<file path="src/rtl/nco_sweep_ctrl.sv">
// Stepped linear frequency sweep generator feeding the NCO phase increment.
// Optional macro NCO_SWEEP_CONTINUOUS_EN: restart the sweep instead of going idle after the final dwell.
module nco_sweep_ctrl #(
    parameter int apr = 32,
    parameter int dww = 16
) (
    input  logic           clk,
    input  logic           reset_n,
    input  logic           clken,
    input  logic           start,
    input  logic           abort,
    input  logic [apr-1:0] f_start,
    input  logic [apr-1:0] f_stop,
    input  logic [apr-1:0] f_step,
    input  logic [dww-1:0] dwell,
    output logic [apr-1:0] phi_inc_o,
    output logic           busy,
    output logic           done
);

    typedef enum logic {IDLE, DWELL} state_t;

    state_t         state, state_nxt;
    logic [apr-1:0] phi, phi_nxt;
    logic [apr-1:0] stop_q, stop_nxt;
    logic [apr-1:0] step_q, step_nxt;
    logic [dww-1:0] dwell_q, dwell_nxt;
    logic [dww-1:0] cnt, cnt_nxt;
    logic           last, last_nxt;
    logic           done_nxt;
    logic [apr:0]   sum;
    logic [apr-1:0] step_val;
`ifdef NCO_SWEEP_CONTINUOUS_EN
    logic [apr-1:0] start_q, start_nxt;
`endif

    // Next increment saturates at f_stop, including on carry out of the accumulator width.
    always_comb begin
        sum      = {1'b0, phi} + {1'b0, step_q};
        step_val = (sum[apr] || (sum[apr-1:0] >= stop_q)) ? stop_q : sum[apr-1:0];
    end

    always_comb begin
        state_nxt = state;
        phi_nxt   = phi;
        stop_nxt  = stop_q;
        step_nxt  = step_q;
        dwell_nxt = dwell_q;
        cnt_nxt   = cnt;
        last_nxt  = last;
        done_nxt  = 1'b0;
`ifdef NCO_SWEEP_CONTINUOUS_EN
        start_nxt = start_q;
`endif
        if (clken) begin
            case (state)
                IDLE: begin
                    if (start && !abort) begin
                        stop_nxt  = f_stop;
                        step_nxt  = f_step;
                        dwell_nxt = dwell;
`ifdef NCO_SWEEP_CONTINUOUS_EN
                        start_nxt = f_start;
`endif
                        phi_nxt   = f_start;
                        cnt_nxt   = dwell;
                        last_nxt  = (f_start >= f_stop);
                        state_nxt = DWELL;
                    end
                end
                DWELL: begin
                    if (abort) begin
                        state_nxt = IDLE;
                    end else if (cnt != '0) begin
                        cnt_nxt = cnt - dww'(1);
                    end else if (last) begin
                        done_nxt = 1'b1;
`ifdef NCO_SWEEP_CONTINUOUS_EN
                        phi_nxt  = start_q;
                        cnt_nxt  = dwell_q;
                        last_nxt = (start_q >= stop_q);
`else
                        state_nxt = IDLE;
`endif
                    end else begin
                        phi_nxt  = step_val;
                        cnt_nxt  = dwell_q;
                        last_nxt = (step_val == stop_q);
                    end
                end
                default: state_nxt = IDLE;
            endcase
        end
    end

    // done is cleared on every clk edge, so it is one clk wide even when clken is sparse.
    always_ff @(posedge clk or negedge reset_n) begin
        if (!reset_n) begin
            state   <= IDLE;
            phi     <= '0;
            stop_q  <= '0;
            step_q  <= '0;
            dwell_q <= '0;
            cnt     <= '0;
            last    <= 1'b0;
            done    <= 1'b0;
`ifdef NCO_SWEEP_CONTINUOUS_EN
            start_q <= '0;
`endif
        end else begin
            state   <= state_nxt;
            phi     <= phi_nxt;
            stop_q  <= stop_nxt;
            step_q  <= step_nxt;
            dwell_q <= dwell_nxt;
            cnt     <= cnt_nxt;
            last    <= last_nxt;
            done    <= done_nxt;
`ifdef NCO_SWEEP_CONTINUOUS_EN
            start_q <= start_nxt;
`endif
        end
    end

    assign phi_inc_o = phi;
    assign busy      = (state == DWELL);

endmodule

</file>
<file path="config.mk">
export PLATFORM = sky130hd
export DESIGN_NAME = nco_sweep_ctrl
export DESIGN_NICKNAME = d
export VERILOG_FILES = /design/src/rtl/nco_sweep_ctrl.sv
export SDC_FILE = /design/constraint.sdc
export NUM_CORES = 1
export LEC_CHECK = 0
export CAP_MARGIN = 10
export CORE_ASPECT_RATIO = 1.4
export CORE_MARGIN = 2
export CORE_UTILIZATION = 45
export CTS_CLUSTER_SIZE = 24
export DETAILED_ROUTE_END_ITERATION = 8
export GPL_ROUTABILITY_DRIVEN = 0
export PLACE_DENSITY = 0.72
export SLEW_MARGIN = 20
export SYNTH_ARGS = -nofsm -noshare
export SYNTH_HDL_FRONTEND = slang
export SYNTH_SLANG_ARGS = --single-unit
</file>
<file path="constraint.sdc">
create_clock -name clk -period 8.5 [get_ports clk]
set_input_delay 2.55 -clock clk [delete_from_list [all_inputs] [get_ports clk]]
set_output_delay 2.55 -clock clk [all_outputs]
set_load 0.03 [all_outputs]
</file>
### Word level (Yosys, flattened, before mapping)

Cells that the tools add are included.
W data, S select, Z words.

| word-level totals | value |
|---|---|
| register bits | 131 |
| input bits | 117 |

| operators by class | value |
|---|---|
| multiplexer cells | 26 |
| reduce and logical (&&, ||, !) cells | 8 |
| $lt $le $gt $ge | 2 |
| bitwise logic cells | 1 |
| equality and inequality tests | 6 |
| $add $sub $neg | 2 |

Operator list:

| kind | count |
|---|---|
| $mux W32 | 5 |
| $ge A32 B32 Y1 | 2 |
| $mux W16 | 4 |
| $pmux W32 S2 | 1 |
| $add A32 B32 Y33 | 1 |
| $eq A32 B32 Y1 | 1 |
| $pmux W16 S2 | 1 |
| $reduce_bool A16 Y1 | 1 |
| $sub A16 B1 Y16 const B | 1 |
| $mux W1 | 13 |
| $ne A2 B2 Y1 const B | 4 |
| $reduce_and A4 Y1 | 2 |
| $reduce_and A5 Y1 | 1 |
| $pmux W1 S2 | 2 |
| $ne A3 B2 Y1 const B | 1 |
| $reduce_and A3 Y1 | 1 |
| $logic_and A1 B1 Y1 | 1 |
| $logic_not A1 Y1 | 1 |
| $logic_or A1 B1 Y1 | 1 |
| $not A1 Y1 | 1 |

### Logic depth before layout (Yosys ltp)

Gate-level depths: netlist (run 1).

| logic depth | value |
|---|---|
| word-level depth | 9 |
| depth in mapped cells | 21 |
| depth with buffers taken out | 18 |

### Worst setup path before layout (run 1)

No wires, ideal clock.

| timing path | value |
|---|---|
| path kind | input port to flip-flop |
| from | in f_stop[27] |
| to | reg last |
| setup time | 0.092 ns |
| stages on the path | 12 |
| slack | 4.032 ns |
| data arrival time | 4.376 ns |
| cell sequence | inv_1 ha_1 nand4_1 nor4_1 o2111ai_1 a31oi_1 nor4_1 nor2_1 nand3_1 nor4_1 nand4_1 o31ai_2 |

| on the way | value |
|---|---|
| cells in the longest elaborated chain, start to end | 3 |

RTL lines:

| item | RTL line | text |
|---|---|---|
| from (decl) | 13 | `input logic [apr-1:0] f_stop,` |
| $ge A32 B32 Y1 | 67 | `last_nxt = (f_start >= f_stop);` |
| $mux W1 | 58 | `if (start && !abort) begin` |
| $pmux W1 S2 | 56 | `case (state)` |
| to (signal assigned) | 117 | `last <= last_nxt;` |
| to (decl) | 29 | `logic last, last_nxt;` |

Every way passes these cells. The select of a mux whose other input is x is not followed.
A chain may end at the register's enable or synchronous reset.

### Worst setup path in the final report (run 1)

| timing path | value |
|---|---|
| from | in f_stop[30] |
| to | reg last |

The elaborated chain is that of the path after synthesis.

==> results of run 1 <==
how the worst max path moves through the flow:
stage               cells past startpoint        from  slack, ns   end
global route                           13  f_stop[30]       2.87  last
CTS                                    13  f_stop[30]       3.11  last
finish                                 13  f_stop[30]       3.00  last
global placement                       13  f_stop[30]       2.83  last
floorplan                              12  f_stop[27]       4.03  last
detailed placement                     13  f_stop[30]       2.65  last
tightest hold or removal path: cells and delay by family, from the launching register on:
kind / cells / cell delay [ns]
flip-flops: 1 / 0.34
AND/OR/NAND/NOR: 2 / 0.10
logic make-up (layout without fill, tap and decap cells):
| group | count (synthesis) | count (layout) | share of synthesized area |
|---|---|---|---|
| buffers and inverters | 134 | 270 | 0.0527 |
| flip-flops | 131 | 131 | 0.324 |
| AND/OR/NAND/NOR | 460 | 460 | 0.207 |
| AO/OA/AOI/OAI | 325 | 325 | 0.195 |
| multiplexers | 43 | 43 | 0.0425 |
| XOR/XNOR | 65 | 65 | 0.0562 |
| adder cells (fa/ha/maj) | 99 | 99 | 0.123 |
layer usage:
layer  global-route usage  share of wire  wire length [µm]  up-vias
met3               0.0386          0.054              1690       77
li1                     -              -                 -     4667
met5                    0        0.00039                12        -
met2                0.469           0.51             15800      339
met1                0.325           0.40             12500     4639
met4                0.115          0.037              1160        2
synth_stat cells, types with 3 or more instances:
library cell,count
nor3_1,16
o2111ai_1,4
clkbuf_1,44
or3_1,8
nor4_1,12
o211ai_1,16
a21boi_0,3
a21oi_1,98
a21oi_2,5
and4_1,5
nor2b_1,3
o21bai_1,3
xor2_1,20
nor3b_1,30
nand3b_1,4
nand3_1,18
nor2_1,73
and2_1,3
nand2b_1,3
a211oi_1,9
xnor2_1,45
mux2i_1,43
or4_1,3
o21ai_1,22
a221oi_1,4
nand4_1,26
dfrtp_1,131
nand2_1,250
ha_1,98
buf_2,7
inv_1,76
o21ai_0,101
buf_1,3
o21a_1,8
a311o_1,3
a21o_1,17
o2bb2ai_1,3
layout make-up:
type,instances,area (µm²),area share
Clock buffer,18,429,0.0344
Multi-Input combinational cell,992,6340,0.508
Tap cell,301,377,0.0302
Timing Repair Buffer,162,1590,0.127
Sequential cell,131,3280,0.263
Inverter,76,285,0.0229
Clock inverter,14,179,0.0143
sequential cells by signal, summed over array words and instances, names as in the netlist:
name / count
step_q: 32
done: 1
last: 1
stop_q: 32
dwell_q: 16
busy: 1
phi_inc_o: 32
cnt: 16
layout by cell type (no fill, tap or decap), types with 18 or more instances in the layout:
cell type          n
nand2_1          250
clkdlybuf4s50_1  149
dfrtp_1          130
o21ai_0          101
a21oi_1           98
ha_1              98
inv_1             76
nor2_1            73
xnor2_1           45
mux2i_1           43
nor3b_1           30
nand4_1           26
o21ai_1           22
xor2_1            20
nand3_1           18
per-stage QoR:
step	hold WS (ns)	std cells	cell area, µm²	setup slack (ns)	total power (W)
after global routing	0.492	1694	12500	2.87	0.00533
after CTS	0.479	1694	12500	3.11	0.00495
final	0.476	1694	12500	3.00	0.00498
after global placement	0.457	1662	11900	2.83	0.00411
after floorplan	0.445	1257	10100	4.03	0.00327
after detailed placement	0.462	1662	11900	2.65	0.00416
power by group through the flow:
stage	sequential (W)	combinational (W)	clock [W]
after global placement	0.00101	0.00310	0
after global routing	0.00103	0.00349	0.000810
final	0.00100	0.00320	0.000775
after floorplan	0.00110	0.00217	0
after CTS	0.00100	0.00317	0.000783
after detailed placement	0.00101	0.00314	0
==> metrics.txt, run 1 <==
# TYPE chip_impl_metric gauge
chip_impl_metric{name="maxCapViolations",unit=""} 0
chip_impl_metric{name="grt_pass1_vias",unit=""} 9843
chip_impl_metric{name="p_per_area",unit="nW/µm²"} 399
chip_impl_metric{name="detail-route-antenna-nets",unit=""} 0
chip_impl_info{name="clock_tree_from_tritoncts",value="yes"} 1
chip_impl_info{name="synth_area_leaders",value="dfrtp_1 32%, ha_1 12%, nand2_1 9.3%, o21ai_0 5.0%, a21oi_1 4.8%"} 1
chip_impl_metric{name="cts_hold_repair.buffers",unit=""} 0
chip_impl_metric{name="fin_worst_skew",unit="ns"} 0.0128
chip_impl_metric{name="drt-total-wl",unit="µm"} 31100
chip_impl_metric{name="worst-endpoint-arrival",unit="ns"} 5.85
chip_impl_info{name="critical-path-top-cell-by-count",value="nor4_1"} 1
chip_impl_info{name="regToRegEndpoint",value="phi_inc_o[24]"} 1
chip_impl_metric{name="timing.critical_path.buf_inv",unit=""} 2
chip_impl_metric{name="layout-drive-gt1-share",unit=""} 0.0438
chip_impl_metric{name="detail_route.vias_per_cell",unit=""} 5.74
chip_impl_metric{name="power_switching",unit="W"} 0.00240
chip_impl_metric{name="fmaxAchievable",unit="MHz"} 182
chip_impl_metric{name="critical_path_peak_fanout",unit=""} 2
chip_impl_metric{name="timing.critical_path.slowest_cell_delay",unit="ns"} 0.77
chip_impl_metric{name="ys_async_sr_fraction",unit=""} 1.00
chip_impl_info{name="timing_worst_setup_path_type",value="input pin to flop"} 1
chip_impl_metric{name="grt_overflow_total",unit=""} 0
chip_impl_metric{name="worst_slew_pin_slew",unit="ns"} 1.00
chip_impl_info{name="critical_path.startpoint_type",value="input pin"} 1
chip_impl_metric{name="htreeDepth",unit=""} 4
chip_impl_metric{name="core_region_area",unit="µm²"} 22400
chip_impl_metric{name="clock_path_buffers",unit=""} 2
chip_impl_metric{name="totalNegativeSetupSlack",unit="ns"} 0
chip_impl_metric{name="synth_area",unit="µm²"} 10100
chip_impl_metric{name="routed_wire_length_per_instance",unit="µm"} 18.4
chip_impl_metric{name="switching_share",unit=""} 0.482
chip_impl_metric{name="inserted_clock_buffers",unit=""} 17
chip_impl_metric{name="fill_cells",unit=""} 2105
chip_impl_metric{name="synth_fp_nets",unit=""} 1473
chip_impl_info{name="clock_tree.root_cell",value="clkbuf_16"} 1
chip_impl_metric{name="groute.usage.overall",unit=""} 0.269
chip_impl_metric{name="cts.repair_timing.setup_buffer_count",unit=""} 0
chip_impl_metric{name="first_pass_iters",unit=""} 5
chip_impl_metric{name="ff2ff_path_depth",unit=""} 18
chip_impl_info{name="crit_path_top_delay_cell",value="nor4_1"} 1
chip_impl_metric{name="grt_max_degree",unit=""} 66
chip_impl_metric{name="clk_pin_slew",unit="ns"} 0.06
chip_impl_metric{name="hold-path-cell-count",unit=""} 2
chip_impl_metric{name="route.detailed.drc",unit=""} 0
chip_impl_metric{name="start_util",unit=""} 0.453
chip_impl_info{name="grt_setup_unrepaired",value="false"} 1
chip_impl_info{name="synth_top_area_cell",value="dfrtp_1"} 1
chip_impl_metric{name="port_buffers",unit=""} 150
chip_impl_info{name="outcome",value="completed"} 1
chip_impl_metric{name="report.final.slew_viol_count",unit=""} 0
chip_impl_info{name="min-delay-start",value="dwell_q[11]"} 1
chip_impl_info{name="r2r-start",value="phi_inc_o[0]"} 1
chip_impl_metric{name="die_area",unit="µm²"} 23700
chip_impl_metric{name="power_frac_clock",unit=""} 0.156
chip_impl_metric{name="irDropWorstVdd",unit="V"} 0.000193
chip_impl_info{name="cp_cell_sequence",value="clkdlybuf4s50_1, inv_1, ha_1, nand4_1, nor4_1, o2111ai_1, a31oi_1, nor4_1, nor2_1, nand3_1, nor4_1, nand4_1, o31ai_2"} 1
chip_impl_metric{name="finalWorstPathRequiredPeriod",unit="ns"} 5.50
chip_impl_metric{name="ys_ff_latch",unit=""} 131
chip_impl_metric{name="ratio_of_final_minimum_period_to_clock_period",unit=""} 0.647
chip_impl_info{name="holdPathEnd",value="dwell_q[11]"} 1
chip_impl_metric{name="reg2reg_setup_slack",unit="ns"} 3.38
chip_impl_metric{name="grt_pass1_wl",unit="µm"} 50200
chip_impl_metric{name="count_of_routing_violations_after_the_opening_detailed_route_iteration",unit=""} 571
chip_impl_metric{name="dp.final_hpwl",unit="µm"} 23400
chip_impl_metric{name="avgSynthCellArea",unit="µm²"} 8.06
chip_impl_metric{name="layout.core_utilization",unit=""} 0.558
chip_impl_metric{name="leakagePower",unit="nW"} 5.58
chip_impl_metric{name="postSynthCellCount",unit=""} 1257
chip_impl_info{name="worstHoldPathType",value="flop to flop"} 1
chip_impl_metric{name="grt_antenna_before_repair",unit=""} 1
chip_impl_metric{name="num_vias",unit=""} 9724
chip_impl_metric{name="die_h",unit="µm"} 182
chip_impl_metric{name="cells_resized_by_post_cts_repair",unit=""} 0
chip_impl_metric{name="setup-violations-final",unit=""} 0
chip_impl_metric{name="yosysWarnings",unit=""} 0
chip_impl_metric{name="synth_edf_count",unit=""} 0
chip_impl_metric{name="design.final.nets",unit=""} 1596
chip_impl_metric{name="synthDominantCellAreaShare",unit=""} 0.324
chip_impl_metric{name="power.internal",unit="W"} 0.00258
chip_impl_metric{name="power_frac_comb",unit=""} 0.643
chip_impl_metric{name="yosysSeqAreaShare",unit=""} 0.324
chip_impl_info{name="ys.flop_type",value="dfrtp_1"} 1
chip_impl_metric{name="antenna_cells_inserted",unit=""} 0
chip_impl_metric{name="timing.slew.headroom",unit=""} 0.326
chip_impl_metric{name="io_pins",unit=""} 151
chip_impl_metric{name="cts.sink_count",unit=""} 131
chip_impl_metric{name="required",unit="ns"} 8.85
chip_impl_metric{name="layout_area_growth_over_synthesis",unit="%"} 23.2
chip_impl_metric{name="floorplan.die.width",unit="µm"} 131
chip_impl_metric{name="netlist-cell-type-count",unit=""} 65
chip_impl_metric{name="fp-row-count",unit=""} 65
chip_impl_metric{name="clock_latency_on_the_worst_skew_pair",unit="ns"} 0.43
chip_impl_metric{name="share_seq_of_total_power",unit=""} 0.202
chip_impl_info{name="timing.critical_path.max_delay_family",value="simple AND/OR/NAND/NOR gates"} 1
chip_impl_metric{name="finalHoldViolCount",unit=""} 0
chip_impl_info{name="worstSetupEndpointType",value="flop"} 1
Power figures use the tool's default switching activity.
==> inputs of run 2 (changes only) <==
- clock period: 8.5 -> 5.8 ns (I/O delays scaled with it)
==> run 2 against run 1 <==
Compared with the run above: sequential cell count unchanged; setup slack got worse by 2.3 ns; final cell count about the same; wire length increased by 0.29%; largest power group unchanged.
==> metrics.txt, run 2 (synthesized netlist as in run 1, its figures left out) <==
# TYPE chip_impl_metric gauge
chip_impl_info{name="outcome",value="completed"} 1
chip_impl_info{name="worstSetupEndpointType",value="flop"} 1
chip_impl_metric{name="timing.slew.headroom",unit=""} 0.300
chip_impl_metric{name="die_h",unit="µm"} 182
chip_impl_metric{name="met3_wirelength",unit="µm"} 1500
chip_impl_metric{name="finalHoldViolCount",unit=""} 0
chip_impl_metric{name="die_area",unit="µm²"} 23700
chip_impl_metric{name="power_switching",unit="W"} 0.00354
chip_impl_metric{name="groute.usage.overall",unit=""} 0.266
chip_impl_info{name="top_layer",value="met4"} 1
chip_impl_metric{name="fmaxAchievable",unit="MHz"} 195
chip_impl_metric{name="required",unit="ns"} 6.11
chip_impl_metric{name="switching_share",unit=""} 0.488
chip_impl_info{name="timing.critical_path.max_delay_family",value="compound AO/OA/AOI/OAI gates"} 1
chip_impl_metric{name="port_buffers",unit=""} 150
chip_impl_metric{name="ratio_of_final_minimum_period_to_clock_period",unit=""} 0.885
chip_impl_metric{name="power.internal",unit="W"} 0.00372
chip_impl_metric{name="htreeDepth",unit=""} 4
chip_impl_metric{name="drt-total-wl",unit="µm"} 31200
chip_impl_metric{name="design_area",unit="µm²"} 12500
chip_impl_metric{name="path_depth",unit=""} 19
chip_impl_metric{name="grt_pass1_vias",unit=""} 9842
chip_impl_metric{name="clock_latency_on_the_worst_skew_pair",unit="ns"} 0.43
chip_impl_metric{name="cells_resized_by_post_cts_repair",unit=""} 0
chip_impl_metric{name="route.detailed.drc",unit=""} 0
chip_impl_metric{name="clock_path_buffers",unit=""} 2
chip_impl_metric{name="share_seq_of_total_power",unit=""} 0.203
chip_impl_info{name="grt_setup_unrepaired",value="false"} 1
chip_impl_info{name="layout_commonest_cell",value="nand2_1"} 1
chip_impl_metric{name="grt_overflow_total",unit=""} 0
chip_impl_metric{name="first_pass_iters",unit=""} 5
chip_impl_metric{name="fin_worst_skew",unit="ns"} 0.0143
chip_impl_metric{name="place_inst",unit=""} 1660
chip_impl_metric{name="layout_area_growth_over_synthesis",unit="%"} 23.1
chip_impl_metric{name="count_of_routing_violations_after_the_opening_detailed_route_iteration",unit=""} 511
chip_impl_metric{name="leakagePower",unit="nW"} 5.56
chip_impl_metric{name="grt_antenna_before_repair",unit=""} 0
chip_impl_info{name="critical_path.startpoint_type",value="flop"} 1
chip_impl_info{name="regToRegEndpoint",value="phi_inc_o[16]"} 1
chip_impl_metric{name="timing.critical_path.buf_inv",unit=""} 1
chip_impl_info{name="cp_cell_sequence",value="ha_1, fa_1, a211oi_1, o21ai_1, a21oi_2, o21ai_2, a21oi_2, o21ai_1, xor2_1, ha_1, nand4_1, nor2_1, a211oi_1, o31ai_1, a221oi_4, buf_12, mux2i_1, a211oi_1, a21o_1"} 1
chip_impl_info{name="timing_worst_setup_path_type",value="flop to flop"} 1
chip_impl_metric{name="start_util",unit=""} 0.453
chip_impl_info{name="clock_tree_from_tritoncts",value="yes"} 1
chip_impl_metric{name="worst_slew_pin_slew",unit="ns"} 1.04
chip_impl_metric{name="num_vias",unit=""} 9731
chip_impl_metric{name="core_region_area",unit="µm²"} 22400
chip_impl_metric{name="finalWorstPathRequiredPeriod",unit="ns"} 5.13
chip_impl_info{name="clock_tree.root_cell",value="clkbuf_16"} 1
chip_impl_metric{name="ff2ff_path_depth",unit=""} 19
chip_impl_metric{name="route.met2.wl",unit="µm"} 15800
chip_impl_metric{name="io_pins",unit=""} 151
chip_impl_info{name="crit_path_top_delay_cell",value="fa_1"} 1
chip_impl_metric{name="clk_pin_slew",unit="ns"} 0.06
chip_impl_metric{name="post_layout_nonfiller_instances",unit=""} 1693
chip_impl_metric{name="layout-drive-gt1-share",unit=""} 0.0431
chip_impl_metric{name="routed_wire_length_per_instance",unit="µm"} 18.4
chip_impl_metric{name="fp-row-count",unit=""} 65
chip_impl_metric{name="setup-violations-final",unit=""} 0
chip_impl_metric{name="dp.final_hpwl",unit="µm"} 23500
chip_impl_info{name="timing.critical_path.to",value="phi_inc_o[16]"} 1
chip_impl_metric{name="grt_max_degree",unit=""} 77
chip_impl_metric{name="floorplan.die.width",unit="µm"} 131
chip_impl_metric{name="inserted_clock_buffers",unit=""} 17
chip_impl_metric{name="totalNegativeSetupSlack",unit="ns"} 0
chip_impl_metric{name="power_frac_clock",unit=""} 0.148
chip_impl_metric{name="p_per_area",unit="nW/µm²"} 583
chip_impl_info{name="setup.worst_path.start",value="phi_inc_o[0]"} 1
chip_impl_metric{name="maxCapViolations",unit=""} 0
chip_impl_info{name="critical-path-top-cell-by-count",value="a211oi_1"} 1
chip_impl_metric{name="post_dp_cell_area",unit="µm²"} 11900
chip_impl_metric{name="timing.critical_path.slowest_cell_delay",unit="ns"} 0.46
chip_impl_metric{name="detail_route.vias_per_cell",unit=""} 5.75
chip_impl_info{name="r2r-start",value="phi_inc_o[0]"} 1
chip_impl_metric{name="fin_hold_ws",unit="ns"} 0.474
chip_impl_metric{name="wirelength_met1",unit="µm"} 12400
chip_impl_metric{name="worst-endpoint-arrival",unit="ns"} 5.44
chip_impl_metric{name="irDropWorstVdd",unit="V"} 0.000451
chip_impl_metric{name="cts.repair_timing.setup_buffer_count",unit=""} 0
chip_impl_metric{name="reg2reg_setup_slack",unit="ns"} 0.67
chip_impl_info{name="worstHoldPathType",value="flop to flop"} 1
chip_impl_info{name="most-common-layout-cells",value="250 x nand2_1, 149 x clkdlybuf4s50_1, 130 x dfrtp_1"} 1
chip_impl_metric{name="grt_pass1_wl",unit="µm"} 49900
chip_impl_metric{name="power_frac_comb",unit=""} 0.649
chip_impl_metric{name="cts_hold_repair.buffers",unit=""} 0
chip_impl_metric{name="critical_path_peak_fanout",unit=""} 37
chip_impl_metric{name="cts.sink_count",unit=""} 131
chip_impl_metric{name="detail-route-antenna-nets",unit=""} 0
chip_impl_metric{name="design.final.nets",unit=""} 1594
chip_impl_metric{name="report.final.slew_viol_count",unit=""} 0
-- run 2: cell count changes in the layout (fill, tap and decap cells not counted), moves of 2 or more --
cell	change
inv_6	+4
buf_12	+3
clkinv_4	-3
bufinv_16	-2
buf_4	-5
-- run 2: how the worst min path moves through the flow --
stage                            from          end  cells past startpoint
after floorplan           dwell_q[14]  dwell_q[14]                      2
after global placement     dwell_q[7]   dwell_q[7]                      2
after detailed placement  dwell_q[14]  dwell_q[14]                      2
after CTS                  dwell_q[5]   dwell_q[5]                      2
after global routing      dwell_q[14]  dwell_q[14]                      2
final                      dwell_q[5]   dwell_q[5]                      2
-- run 2: stage by stage --
| stage | power (W) | util | setup WS, ns |
|---|---|---|---|
| 6_report | 0.00727 | 0.557 | 0.669 |
| 5_1_grt | 0.00777 | 0.557 | 0.412 |
| 4_1_cts | 0.00723 | 0.557 | 0.747 |
| 3_5_place_dp | 0.00611 | 0.532 | 0.801 |
| 3_3_place_gp | 0.00604 | 0.532 | 0.950 |
| 2_1_floorplan | 0.00479 | - | 1.50 |
-- run 2: worst register-to-register path: stages (launching register included) --
cell	delay [ns]
dfrtp_1	0.39
ha_1	0.25
fa_1	0.46
a211oi_1	0.36
o21ai_1	0.16
a21oi_2	0.45
o21ai_2	0.19
a21oi_2	0.26
o21ai_1	0.15
xor2_1	0.25
ha_1	0.29
nand4_1	0.12
nor2_1	0.06
a211oi_1	0.24
o31ai_1	0.20
a221oi_4	0.37
buf_12	0.30
mux2i_1	0.25
a211oi_1	0.09
a21o_1	0.19
-- run 2: cell type report --
class	instances	area, µm²
Fill cell	2103	9900
Multi-Input combinational cell	992	6340
Sequential cell	131	3280
Timing Repair Buffer	160	1610
Clock buffer	17	425
Tap cell	301	377
Inverter	76	285
Clock inverter	15	146
Antenna cell	1	2.50
-- run 2: metal layers --
layer,GRT usage,vias to the layer above
met5,0,-
met4,0.130,0
met3,0.0427,116
met2,0.464,346
met1,0.314,4594
li1,-,4675
-- run 2: power groups by stage --
stage                     registers (W)  logic, W  clock network, W
final                           0.00148   0.00472           0.00107
after detailed placement        0.00148   0.00463                 0
after global placement          0.00148   0.00456                 0
after floorplan                 0.00162   0.00317                 0
after global routing            0.00151   0.00513           0.00113
after CTS                       0.00147   0.00467           0.00108
==> inputs of run 3 (changes only) <==
- CORE_UTILIZATION: 45 -> 25
- PLACE_DENSITY: 0.72 -> 0.49
- clock period: 5.8 -> 4.1 ns (I/O delays scaled with it)
==> run 3 against run 2 <==
Compared with the run above: first-iteration DRC count grew 2.7%; the run now ends with negative setup slack left; sequential cell count is the same; cell area up 17%; utilization down 20 points; maximum frequency is 19% higher; final cell count rose by 24%; critical endpoint is now phi_inc_o[26].
==> metrics.txt, run 3 (synthesized netlist as in run 1, its figures left out) <==
# TYPE chip_impl_metric gauge
chip_impl_metric{name="layout_area_growth_over_synthesis",unit="%"} 43.6
chip_impl_metric{name="post_layout_nonfiller_instances",unit=""} 2104
chip_impl_metric{name="first_pass_iters",unit=""} 5
chip_impl_metric{name="irDropWorstVdd",unit="V"} 0.000580
chip_impl_metric{name="detail_route.vias_per_cell",unit=""} 4.81
chip_impl_metric{name="floorplan.die.width",unit="µm"} 174
chip_impl_metric{name="fp-row-count",unit=""} 87
chip_impl_info{name="layout_commonest_cell",value="nand2_1"} 1
chip_impl_metric{name="fin_hold_ws",unit="ns"} 0.476
chip_impl_metric{name="ff2ff_path_depth",unit=""} 19
chip_impl_metric{name="worst-endpoint-arrival",unit="ns"} 4.62
chip_impl_info{name="violations",value="negative setup slack"} 1
chip_impl_info{name="timing_worst_setup_path_type",value="flop to flop"} 1
chip_impl_metric{name="worst_slew_pin_slew",unit="ns"} 1.02
chip_impl_metric{name="grt_overflow_total",unit=""} 0
chip_impl_info{name="clock_tree.root_cell",value="clkbuf_16"} 1
chip_impl_metric{name="finalWorstPathRequiredPeriod",unit="ns"} 4.30
chip_impl_metric{name="groute.usage.overall",unit=""} 0.183
chip_impl_metric{name="finalHoldViolCount",unit=""} 0
chip_impl_info{name="worstHoldPathType",value="flop to flop"} 1
chip_impl_metric{name="leakagePower",unit="nW"} 6.53
chip_impl_info{name="setup.worst_path.start",value="step_q[4]"} 1
chip_impl_metric{name="timing.slew.headroom",unit=""} 0.312
chip_impl_metric{name="reg2reg_setup_slack",unit="ns"} -0.20
chip_impl_metric{name="totalNegativeSetupSlack",unit="ns"} -5.53
chip_impl_metric{name="die_area",unit="µm²"} 42200
chip_impl_metric{name="place_inst",unit=""} 2052
chip_impl_metric{name="dp.final_hpwl",unit="µm"} 30000
chip_impl_metric{name="count_of_routing_violations_after_the_opening_detailed_route_iteration",unit=""} 525
chip_impl_info{name="crit_path_top_delay_cell",value="or4_4"} 1
chip_impl_metric{name="timing.critical_path.buf_inv",unit=""} 2
chip_impl_metric{name="layout_setup_ws",unit="ns"} -0.205
chip_impl_info{name="cp_cell_sequence",value="ha_4, o211ai_1, o21a_1, or4_4, nand3_4, a21oi_2, xnor2_1, ha_1, a21o_1, a21o_1, a21oi_2, nor2_1, a211oi_2, o31ai_2, a221oi_4, buf_12, buf_4, mux2i_2, o21ai_1"} 1
chip_impl_info{name="most-common-layout-cells",value="250 x nand2_1, 178 x buf_4, 149 x clkdlybuf4s50_1"} 1
chip_impl_metric{name="fin_worst_skew",unit="ns"} 0.0121
chip_impl_metric{name="grt_max_degree",unit=""} 67
chip_impl_metric{name="grt_pass1_vias",unit=""} 10800
chip_impl_metric{name="grt_pass1_wl",unit="µm"} 59900
chip_impl_info{name="outcome",value="finished, violations left"} 1
chip_impl_metric{name="clock_path_buffers",unit=""} 2
chip_impl_metric{name="core_region_area",unit="µm²"} 40200
chip_impl_metric{name="die_h",unit="µm"} 242
chip_impl_info{name="r2r-start",value="step_q[4]"} 1
chip_impl_metric{name="report.final.slew_viol_count",unit=""} 0
chip_impl_metric{name="port_buffers",unit=""} 150
chip_impl_info{name="clock_tree_from_tritoncts",value="yes"} 1
chip_impl_info{name="min-delay-start",value="dwell_q[8]"} 1
chip_impl_metric{name="hold-path-cell-count",unit=""} 2
chip_impl_info{name="timing.critical_path.max_delay_family",value="compound AO/OA/AOI/OAI gates"} 1
chip_impl_metric{name="clock_latency_on_the_worst_skew_pair",unit="ns"} 0.45
chip_impl_metric{name="critical_path_peak_fanout",unit=""} 8
chip_impl_metric{name="htreeDepth",unit=""} 4
chip_impl_metric{name="power",unit="W"} 0.0132
chip_impl_metric{name="cts.sink_count",unit=""} 131
chip_impl_metric{name="detail-route-antenna-nets",unit=""} 0
chip_impl_metric{name="num_vias",unit=""} 10100
chip_impl_metric{name="required",unit="ns"} 4.42
chip_impl_info{name="grt_setup_unrepaired",value="true"} 1
chip_impl_metric{name="fmaxAchievable",unit="MHz"} 232
chip_impl_metric{name="inserted_clock_buffers",unit=""} 17
chip_impl_metric{name="grt_antenna_before_repair",unit=""} 1
chip_impl_metric{name="start_util",unit=""} 0.252
chip_impl_metric{name="ratio_of_final_minimum_period_to_clock_period",unit=""} 1.05
chip_impl_metric{name="p_per_area",unit="nW/µm²"} 909
chip_impl_metric{name="fill_cells",unit=""} 4158
chip_impl_metric{name="layout-drive-gt1-share",unit=""} 0.184
chip_impl_info{name="regToRegEndpoint",value="phi_inc_o[26]"} 1
chip_impl_metric{name="cts_hold_repair.buffers",unit=""} 0
chip_impl_info{name="holdPathEnd",value="dwell_q[8]"} 1
chip_impl_metric{name="drt-total-wl",unit="µm"} 38200
chip_impl_metric{name="clk_pin_slew",unit="ns"} 0.06
chip_impl_info{name="critical_path.startpoint_type",value="flop"} 1
chip_impl_metric{name="maxCapViolations",unit=""} 0
chip_impl_metric{name="io_pins",unit=""} 151
chip_impl_metric{name="timing.critical_path.slowest_cell_delay",unit="ns"} 0.59
chip_impl_metric{name="routed_wire_length_per_instance",unit="µm"} 18.2
chip_impl_info{name="worstSetupEndpointType",value="flop"} 1
chip_impl_metric{name="route.detailed.drc",unit=""} 0
chip_impl_metric{name="setup-violations-final",unit=""} 33
chip_impl_metric{name="design.final.nets",unit=""} 1772
run 3: changes by cell type in the layout (fill, tap and decap cells not counted), moves of 5 or more:
cell / change
o21ai_2: +5
dfrtp_2: +6
ha_4: +7
a21oi_2: +6
o21ai_0: -19
ha_1: -8
o21ai_1: +13
buf_4: +170
dfrtp_1: -6
a21oi_1: -9
run 3: worst reg2reg max path, cell delays in order (launching register included):
cell and delay [ns]:
dfrtp_1 0.41, ha_4 0.29, o211ai_1 0.11, o21a_1 0.25, or4_4 0.60, nand3_4 0.14
a21oi_2 0.07, xnor2_1 0.22, ha_1 0.28, a21o_1 0.17, a21o_1 0.18, a21oi_2 0.12
nor2_1 0.06, a211oi_2 0.17, o31ai_2 0.13, a221oi_4 0.37, buf_12 0.20, buf_4 0.13
mux2i_2 0.23, o21ai_1 0.08
run 3: report_power, final:
part | internal [W] | switching [W]
clock | 0.000973 | 0.000670
sequential | 0.00170 | 0.000403
combinational | 0.00465 | 0.00484
run 3: final cells by class:
class | count | area, µm² | share of cell area
inverters | 76 | 285 | 0.0196
multi-input cells | 992 | 6650 | 0.457
repair buffers | 338 | 3030 | 0.208
diodes | 1 | 2.50 | 0.000172
clock buffers | 17 | 425 | 0.0292
well taps | 534 | 668 | 0.0459
flip-flops and latches | 131 | 3290 | 0.226
clock inverters | 15 | 194 | 0.0133
run 3: metal layers:
| layer | global-route usage | vias up | share of wire |
|---|---|---|---|
| li1 | - | 5035 | - |
| met5 | 0 | - | 0 |
| met3 | 0.0355 | 66 | 0.039 |
| met1 | 0.199 | 4814 | 0.40 |
| met2 | 0.341 | 215 | 0.53 |
| met4 | 0.0771 | 0 | 0.033 |
run 3: stage by stage:
step / setup WS [ns] / cell area, µm² / utilization
floorplan: 0.000832 / 10200 / -
global placement: -0.770 / 13500 / 0.336
detailed placement: -0.744 / 13500 / 0.336
CTS: -0.181 / 14400 / 0.360
global route: -0.444 / 14500 / 0.362
finish: -0.205 / 14500 / 0.362
run 3: how the worst max path moves through the flow:
stage	end	slack, ns	cells after the start
after global routing	phi_inc_o[19]	-0.44	19
after global placement	last	-0.77	14
after detailed placement	last	-0.74	14
after floorplan	phi_inc_o[16]	0.0008	20
final	phi_inc_o[26]	-0.20	19
after CTS	phi_inc_o[16]	-0.18	19
run 3: timing repair:
action                     in CTS  in global routing
setup endpoints to repair      33                 33
gates cloned                    2                  0
pin swaps                      23                 14
resized for setup              55                 16
setup buffers                  13                  4
